--- src/rtl/spi_cfg_pkg.sv ---
// Shared constants, reset values and FSM state type for the SPI configuration controller.
package spi_cfg_pkg;

    localparam logic [6:0] ADDR_BG     = 7'd0;
    localparam logic [6:0] ADDR_COLOR  = 7'd1;
    localparam logic [6:0] ADDR_AUDIO  = 7'd2;
    localparam logic [6:0] ADDR_STATUS = 7'd3;

    localparam logic [7:0] BG_RST    = 8'h00;
    localparam logic [5:0] COLOR_RST = 6'b101010;
    localparam logic       AUDIO_RST = 1'b1;

    typedef enum logic [1:0] {
        IDLE,
        CMD,
        DATA
    } state_e;

    // Burst address advance; parks at the top address instead of wrapping.
    function automatic logic [6:0] addr_inc(input logic [6:0] a);
        return (a == 7'h7F) ? a : a + 7'd1;
    endfunction

endpackage

--- src/rtl/spi_cfg_ctrl_sync.sv ---
// Synchronises the SPI pins into clk and produces single-cycle edge pulses for SCLK and SSEL_N.
module spi_sync #(
    parameter int SYNC_STAGES = 2
) (
    input  logic clk,
    input  logic rst,
    input  logic sclk_i,
    input  logic ssel_n_i,
    input  logic mosi_i,
    output logic sclk_rise_o,
    output logic sclk_fall_o,
    output logic ssel_n_o,
    output logic ssel_fall_o,
    output logic ssel_rise_o,
    output logic mosi_o
);

    logic [SYNC_STAGES-1:0] sclk_q, ssel_q, mosi_q;
    logic                   sclk_prev_q, ssel_prev_q;

    // Select history resets low so a select already held across reset is
    // never mistaken for a fresh falling edge.
    always_ff @(posedge clk or posedge rst) begin
        if (rst) begin
            sclk_q      <= '0;
            ssel_q      <= '0;
            mosi_q      <= '0;
            sclk_prev_q <= 1'b0;
            ssel_prev_q <= 1'b0;
        end else begin
            sclk_q      <= {sclk_q[SYNC_STAGES-2:0], sclk_i};
            ssel_q      <= {ssel_q[SYNC_STAGES-2:0], ssel_n_i};
            mosi_q      <= {mosi_q[SYNC_STAGES-2:0], mosi_i};
            sclk_prev_q <= sclk_q[SYNC_STAGES-1];
            ssel_prev_q <= ssel_q[SYNC_STAGES-1];
        end
    end

    assign sclk_rise_o = sclk_q[SYNC_STAGES-1] & ~sclk_prev_q;
    assign sclk_fall_o = ~sclk_q[SYNC_STAGES-1] & sclk_prev_q;
    assign ssel_n_o    = ssel_q[SYNC_STAGES-1];
    assign ssel_fall_o = ~ssel_q[SYNC_STAGES-1] & ssel_prev_q;
    assign ssel_rise_o = ssel_q[SYNC_STAGES-1] & ~ssel_prev_q;
    assign mosi_o      = mosi_q[SYNC_STAGES-1];

endmodule

--- src/rtl/spi_cfg_ctrl.sv ---
// SPI slave that loads config frames into shadow registers and commits them to the
// active outputs on vsync (or immediately when IMMEDIATE=1), with MISO readback.
module spi_cfg_ctrl
    import spi_cfg_pkg::*;
#(
    parameter int SYNC_STAGES = 2,
    parameter int IMMEDIATE   = 0,
    parameter int NUM_REGS    = 4
) (
    input  logic       clk,
    input  logic       rst,
    input  logic       SCLK,
    input  logic       SSEL_N,
    input  logic       MOSI,
    output logic       MISO,
    input  logic       vsync,
    output logic [7:0] background_state,
    output logic [5:0] solid_color,
    output logic       audio_en,
    output logic       cfg_pending
);

    localparam logic [7:0] NUM_REGS_W = 8'(NUM_REGS);

    logic sclk_rise, sclk_fall, ssel_n_s, ssel_fall, ssel_rise, mosi_s;

    spi_sync #(.SYNC_STAGES(SYNC_STAGES)) u_sync (
        .clk        (clk),
        .rst        (rst),
        .sclk_i     (SCLK),
        .ssel_n_i   (SSEL_N),
        .mosi_i     (MOSI),
        .sclk_rise_o(sclk_rise),
        .sclk_fall_o(sclk_fall),
        .ssel_n_o   (ssel_n_s),
        .ssel_fall_o(ssel_fall),
        .ssel_rise_o(ssel_rise),
        .mosi_o     (mosi_s)
    );

    state_e     state_q, state_d;
    logic [2:0] bit_cnt_q, bit_cnt_d;
    logic [6:0] rx_q, rx_d;
    logic [7:0] tx_q, tx_d;
    logic [6:0] addr_q, addr_d;
    logic       rw_q, rw_d;
    logic       load_q, load_d;
    logic       err_q, err_d;
    logic [7:0] sh_bg_q, sh_bg_d, act_bg_q, act_bg_d;
    logic [5:0] sh_col_q, sh_col_d, act_col_q, act_col_d;
    logic       sh_aud_q, sh_aud_d, act_aud_q, act_aud_d;

    logic [7:0] rx_next;
    logic       byte_done, addr_ok, pending;
    logic [7:0] rd_val;

    assign rx_next   = {rx_q, mosi_s};
    assign byte_done = sclk_rise && (state_q != IDLE) && (bit_cnt_q == 3'd7);
    assign addr_ok   = {1'b0, addr_q} < NUM_REGS_W;
    assign pending   = (sh_bg_q != act_bg_q) || (sh_col_q != act_col_q) || (sh_aud_q != act_aud_q);

    always_comb begin
        rd_val = 8'h00;
        if (addr_ok) begin
            case (addr_q)
                ADDR_BG:     rd_val = act_bg_q;
                ADDR_COLOR:  rd_val = {2'b00, act_col_q};
                ADDR_AUDIO:  rd_val = {7'b0, act_aud_q};
                ADDR_STATUS: rd_val = {6'b0, err_q, pending};
                default:     rd_val = 8'h00;
            endcase
        end
    end

    always_ff @(posedge clk or posedge rst) begin
        if (rst) begin
            state_q   <= IDLE;
            bit_cnt_q <= '0;
            rx_q      <= '0;
            tx_q      <= '0;
            addr_q    <= '0;
            rw_q      <= 1'b0;
            load_q    <= 1'b0;
            err_q     <= 1'b0;
            sh_bg_q   <= BG_RST;
            sh_col_q  <= COLOR_RST;
            sh_aud_q  <= AUDIO_RST;
            act_bg_q  <= BG_RST;
            act_col_q <= COLOR_RST;
            act_aud_q <= AUDIO_RST;
        end else begin
            state_q   <= state_d;
            bit_cnt_q <= bit_cnt_d;
            rx_q      <= rx_d;
            tx_q      <= tx_d;
            addr_q    <= addr_d;
            rw_q      <= rw_d;
            load_q    <= load_d;
            err_q     <= err_d;
            sh_bg_q   <= sh_bg_d;
            sh_col_q  <= sh_col_d;
            sh_aud_q  <= sh_aud_d;
            act_bg_q  <= act_bg_d;
            act_col_q <= act_col_d;
            act_aud_q <= act_aud_d;
        end
    end

    always_comb begin
        state_d   = state_q;
        bit_cnt_d = bit_cnt_q;
        rx_d      = rx_q;
        tx_d      = tx_q;
        addr_d    = addr_q;
        rw_d      = rw_q;
        load_d    = load_q;
        err_d     = err_q;
        sh_bg_d   = sh_bg_q;
        sh_col_d  = sh_col_q;
        sh_aud_d  = sh_aud_q;
        act_bg_d  = act_bg_q;
        act_col_d = act_col_q;
        act_aud_d = act_aud_q;

        // Commit reads the registered shadow, so a write landing in the vsync cycle waits a frame.
        if ((IMMEDIATE != 0) || vsync) begin
            act_bg_d  = sh_bg_q;
            act_col_d = sh_col_q;
            act_aud_d = sh_aud_q;
        end

        if (state_q != IDLE) begin
            if (sclk_rise) begin
                rx_d      = rx_next[6:0];
                bit_cnt_d = bit_cnt_q + 3'd1;
            end
            if (sclk_fall) begin
                if (load_q) begin
                    load_d = 1'b0;
                    tx_d   = rw_q ? rd_val : 8'h00;
                    if (rw_q && addr_ok && (addr_q == ADDR_STATUS))
                        err_d = 1'b0;
                end else begin
                    tx_d = {tx_q[6:0], 1'b0};
                end
            end
        end

        case (state_q)
            IDLE: if (ssel_fall) state_d = CMD;
            CMD: begin
                if (byte_done) begin
                    state_d = DATA;
                    addr_d  = rx_next[6:0];
                    rw_d    = rx_next[7];
                    load_d  = 1'b1;
                end
            end
            DATA: begin
                if (byte_done) begin
                    load_d = 1'b1;
                    addr_d = addr_inc(addr_q);
                    if (!rw_q && addr_ok) begin
                        case (addr_q)
                            ADDR_BG:    sh_bg_d  = rx_next;
                            ADDR_COLOR: sh_col_d = rx_next[5:0];
                            ADDR_AUDIO: sh_aud_d = rx_next[0];
                            default:    ;
                        endcase
                    end
                end
            end
            default: state_d = IDLE;
        endcase

        if (ssel_n_s) begin
            state_d   = IDLE;
            bit_cnt_d = '0;
            tx_d      = 8'h00;
            load_d    = 1'b0;
            if (ssel_rise && (state_q != IDLE) && (bit_cnt_q != 3'd0))
                err_d = 1'b1;
        end
    end

    assign MISO             = ssel_n_s ? 1'b0 : tx_q[7];
    assign background_state = act_bg_q;
    assign solid_color      = act_col_q;
    assign audio_en         = act_aud_q;
    assign cfg_pending      = pending;

endmodule

--- config.mk ---
export PLATFORM = sky130hd
export DESIGN_NAME = spi_cfg_ctrl
export DESIGN_NICKNAME = d
export VERILOG_FILES = /design/src/rtl/spi_cfg_pkg.sv /design/src/rtl/spi_cfg_ctrl_sync.sv /design/src/rtl/spi_cfg_ctrl.sv
export SDC_FILE = /design/constraint.sdc
export NUM_CORES = 1
export LEC_CHECK = 0
export ABC_AREA = 1
export ABC_CLOCK_PERIOD_IN_PS = 1700
export BUFFER_PORTS_ARGS = -buffer_cell sky130_fd_sc_hd__buf_4
export CAP_MARGIN = 5
export CORE_MARGIN = 4
export CORE_UTILIZATION = 40
export DETAILED_ROUTE_END_ITERATION = 10
export PLACE_DENSITY = 0.65
export SLEW_MARGIN = 20
export SYNTH_ARGS = -nofsm -noshare
export SYNTH_HDL_FRONTEND = slang
export SYNTH_SLANG_ARGS = --single-unit
--- constraint.sdc ---
create_clock -name clk -period 1.7 [get_ports clk]
set_input_delay 0 -clock clk [delete_from_list [all_inputs] [get_ports clk]]
set_output_delay 0 -clock clk [all_outputs]
set_load 0.05 [all_outputs]
==> summary.txt <==
Post-Layout Cell Count = 607
final worst slack = 0.007972 ns
hold path startpoint = vsync
Die W = 101.6 µm
Residual DRC = 0
clock tree root buffer cell = clkbuf_8
final setup fails = 0
CTS tree = done
gpl congestion = 0.8392
final critical-path share of the clock period = 99.53%
Reg2Reg Capture Point = tx_q[0]
TNS Setup = 0 ns
Cell Pwr Density = 844.0 nW/µm²
Die H = 101.6 µm
Rows = 33
overall global routing resource usage = 16.76%
yosys warns = 0
H-tree depth = 3
Routed Antenna Nets = 0
Clock Tree Buf Depth = 2
Routed Wire Length = 8.049 mm
synthesized cell area = 3507 µm²
DR WL met3 = 321 µm
Skew-Pair Late Insertion Delay = 0.34 ns
vias in the first global route = 2851
outcome = completed
synthesis-stage register bit count = 68
initial core utilization = 41.84%
Layout area overhead = 26.19%
static leakage = 2.050 nW
fin crit period = 1.692 ns
Vias = 3016
Num CTS Buffers = 9
Final Hold Vio Count = 0
largest net degree at the start of global routing = 69
Clock Skews = 0.009565 ns
WL met1 = 3.645 mm
RSZ-0062 raised after global routing = true
Seq/Total Area, Yosys = 48.80%
synthesized area per cell = 7.881 µm²
Startpoint Class = flop
final antenna diode count = 0
vias per cell = 4.969
type of the worst setup path = flop to flop
most frequent cells in the layout = nand2_1, inv_1, dfrtp_1
Worst Max-Slew Pin Slew = 0.3677 ns
crit path from = addr_q[0]
hold path cells = 3
router iterations before antenna repair = 5
R2R cell count = 11
VDD IR max = 466.3 µV
WHS Endpoint = solid_color[3]
RR Startpoint = addr_q[0]
Post-Synthesis Cells = 445
DR iter-0 viols = 150
worst hold path type = primary input to flop
Worst EP required = 1.94 ns
met2 WL post-DR = 3.935 mm
placed insts = 578
pre-CTS setup slack = -0.1310 ns
most common cell after layout, fill and taps aside = nand2_1
CTS Sinks = 68
initial antenna violation count = 0
Cell variety after synth = 25
Reg clk slew, reported paths = 0.08 ns
top routing layer in use = met4
# IOs = 23
Slew headroom = 75.48%
Max Clock Freq = 591.0 MHz
Arr. time, crit path = 1.93 ns
CORE AREA = 8382 µm²
maxcap violations = 0
fin. max-slew vios = 0
Worst setup EP type = flop
Fin Hold WS = 0.01324 ns
reg-to-reg setup timing slack = 0.008 ns
post-DP HPWL = 5.477 mm
Die ar. = 10330 µm²
first-pass GRT wire length = 13.44 mm
layout cell share with drive strength beyond 1 = 27.49%
crit-path max FO = 8
fin nets = 514
Synth Net Count = 462
number of port buffers = 22
GRT overflow = 0
per-cell routed wire length = 13.26 µm
per-stage QoR:
| step | instance area [µm²] | utilization [%] | power [mW] |
|---|---|---|---|
| after floorplan | 3526 | - | 2.107 |
| after global routing | 4425 | 52.80 | 3.915 |
| after detailed placement | 3896 | 46.48 | 2.302 |
| final | 4425 | 52.80 | 3.735 |
| after global placement | 3896 | 46.48 | 2.285 |
| after CTS | 4192 | 50.01 | 3.686 |
Yosys cell counts:
cell type	count	share of area, %
nand2_1	145	16
inv_1	67	7.2
dfrtp_1	60	43
o21ai_0	45	6.4
nor2_1	30	3.2
nand3_1	22	3.1
o21ai_2	14	3.5
ha_1	11	3.9
dfstp_2	8	6.0
nand2_2	7	1.2
clkbuf_1	6	0.64
a21oi_1	5	0.71
nor3_1	5	0.71
o22ai_1	4	0.71
nand4_1	3	0.54
buf_6	2	0.64
nand2_4	2	0.64
nor3_4	2	0.93
a22oi_1	1	0.21
buf_2	1	0.14
clkbuf_2	1	0.14
inv_2	1	0.11
nand3_4	1	0.50
or2_2	1	0.18
xnor2_1	1	0.25
logic make-up after synthesis:
family / after synthesis / synth area share (%)
and+or+nand+nor: 218 / 26.61
AOI/OAI and AO/OA: 69 / 11.56
adders and majority gates: 11 / 3.924
buffers and inverters: 78 / 8.847
DFF: 68 / 48.80
xor gates and xnor gates: 1 / 0.2498
report_power, final:
part           internal [mW]  switching, mW  total (mW)
combinational          0.216          0.381       0.597
sequential              1.71         0.0548        1.76
clock                  0.760          0.615        1.37
total                   2.68           1.05        3.74
worst max-delay path, stage by stage (launching register included):
cell and delay, ns:
dfrtp_1 0.44, inv_1 0.10, ha_1 0.23, inv_1 0.07
nor2_2 0.06, nand2_4 0.13, buf_4 0.13, nor2_2 0.04
nor3_2 0.20, nand2_1 0.08, nand2_1 0.06, nand2_1 0.04
routing by layer:
metal	vias up	GRT usage, %
li1	1493	-
met4	0	7.260
met3	13	3.168
met1	1443	22.20
met5	-	0
met2	67	26.81
how the worst max path moves through the flow:
stage | endpoint | slack (ns) | depth (start not counted)
after detailed placement | sh_col_q[4] | -0.13 | 10
after CTS | cfg_pending | 0.01 | 8
after floorplan | sh_col_q[2] | -0.007 | 11
final | tx_q[0] | 0.008 | 11
after global routing | tx_q[0] | -0.12 | 11
after global placement | sh_col_q[4] | -0.07 | 10
final cells by class:
class	instances	area, µm²
clock buffer	13	158.9
clock inverter	3	45.04
fill	792	3956
inverter	68	260.3
multi-input combinational	301	1708
sequential	68	1712
tap	105	131.4
timing repair buffer	49	410.4
timing repair:
action,in CTS,in global routing
setup buffers,1,6
cloned,1,1
hold buffers,4,0
pin swaps,2,12
resized for setup,6,54
endpoints found under the setup margin,17,33
endpoints found under the hold margin,63,0
flip-flops by register name, indices dropped and copies added (netlist names), 3 cells and up:
register / cells
addr_q: 7
background_state: 8
bit_cnt_q: 3
rx_q: 7
sh_bg_q: 8
sh_col_q: 6
solid_color: 6
tx_q: 8
Note: power is estimated with default switching activity, not from simulation.
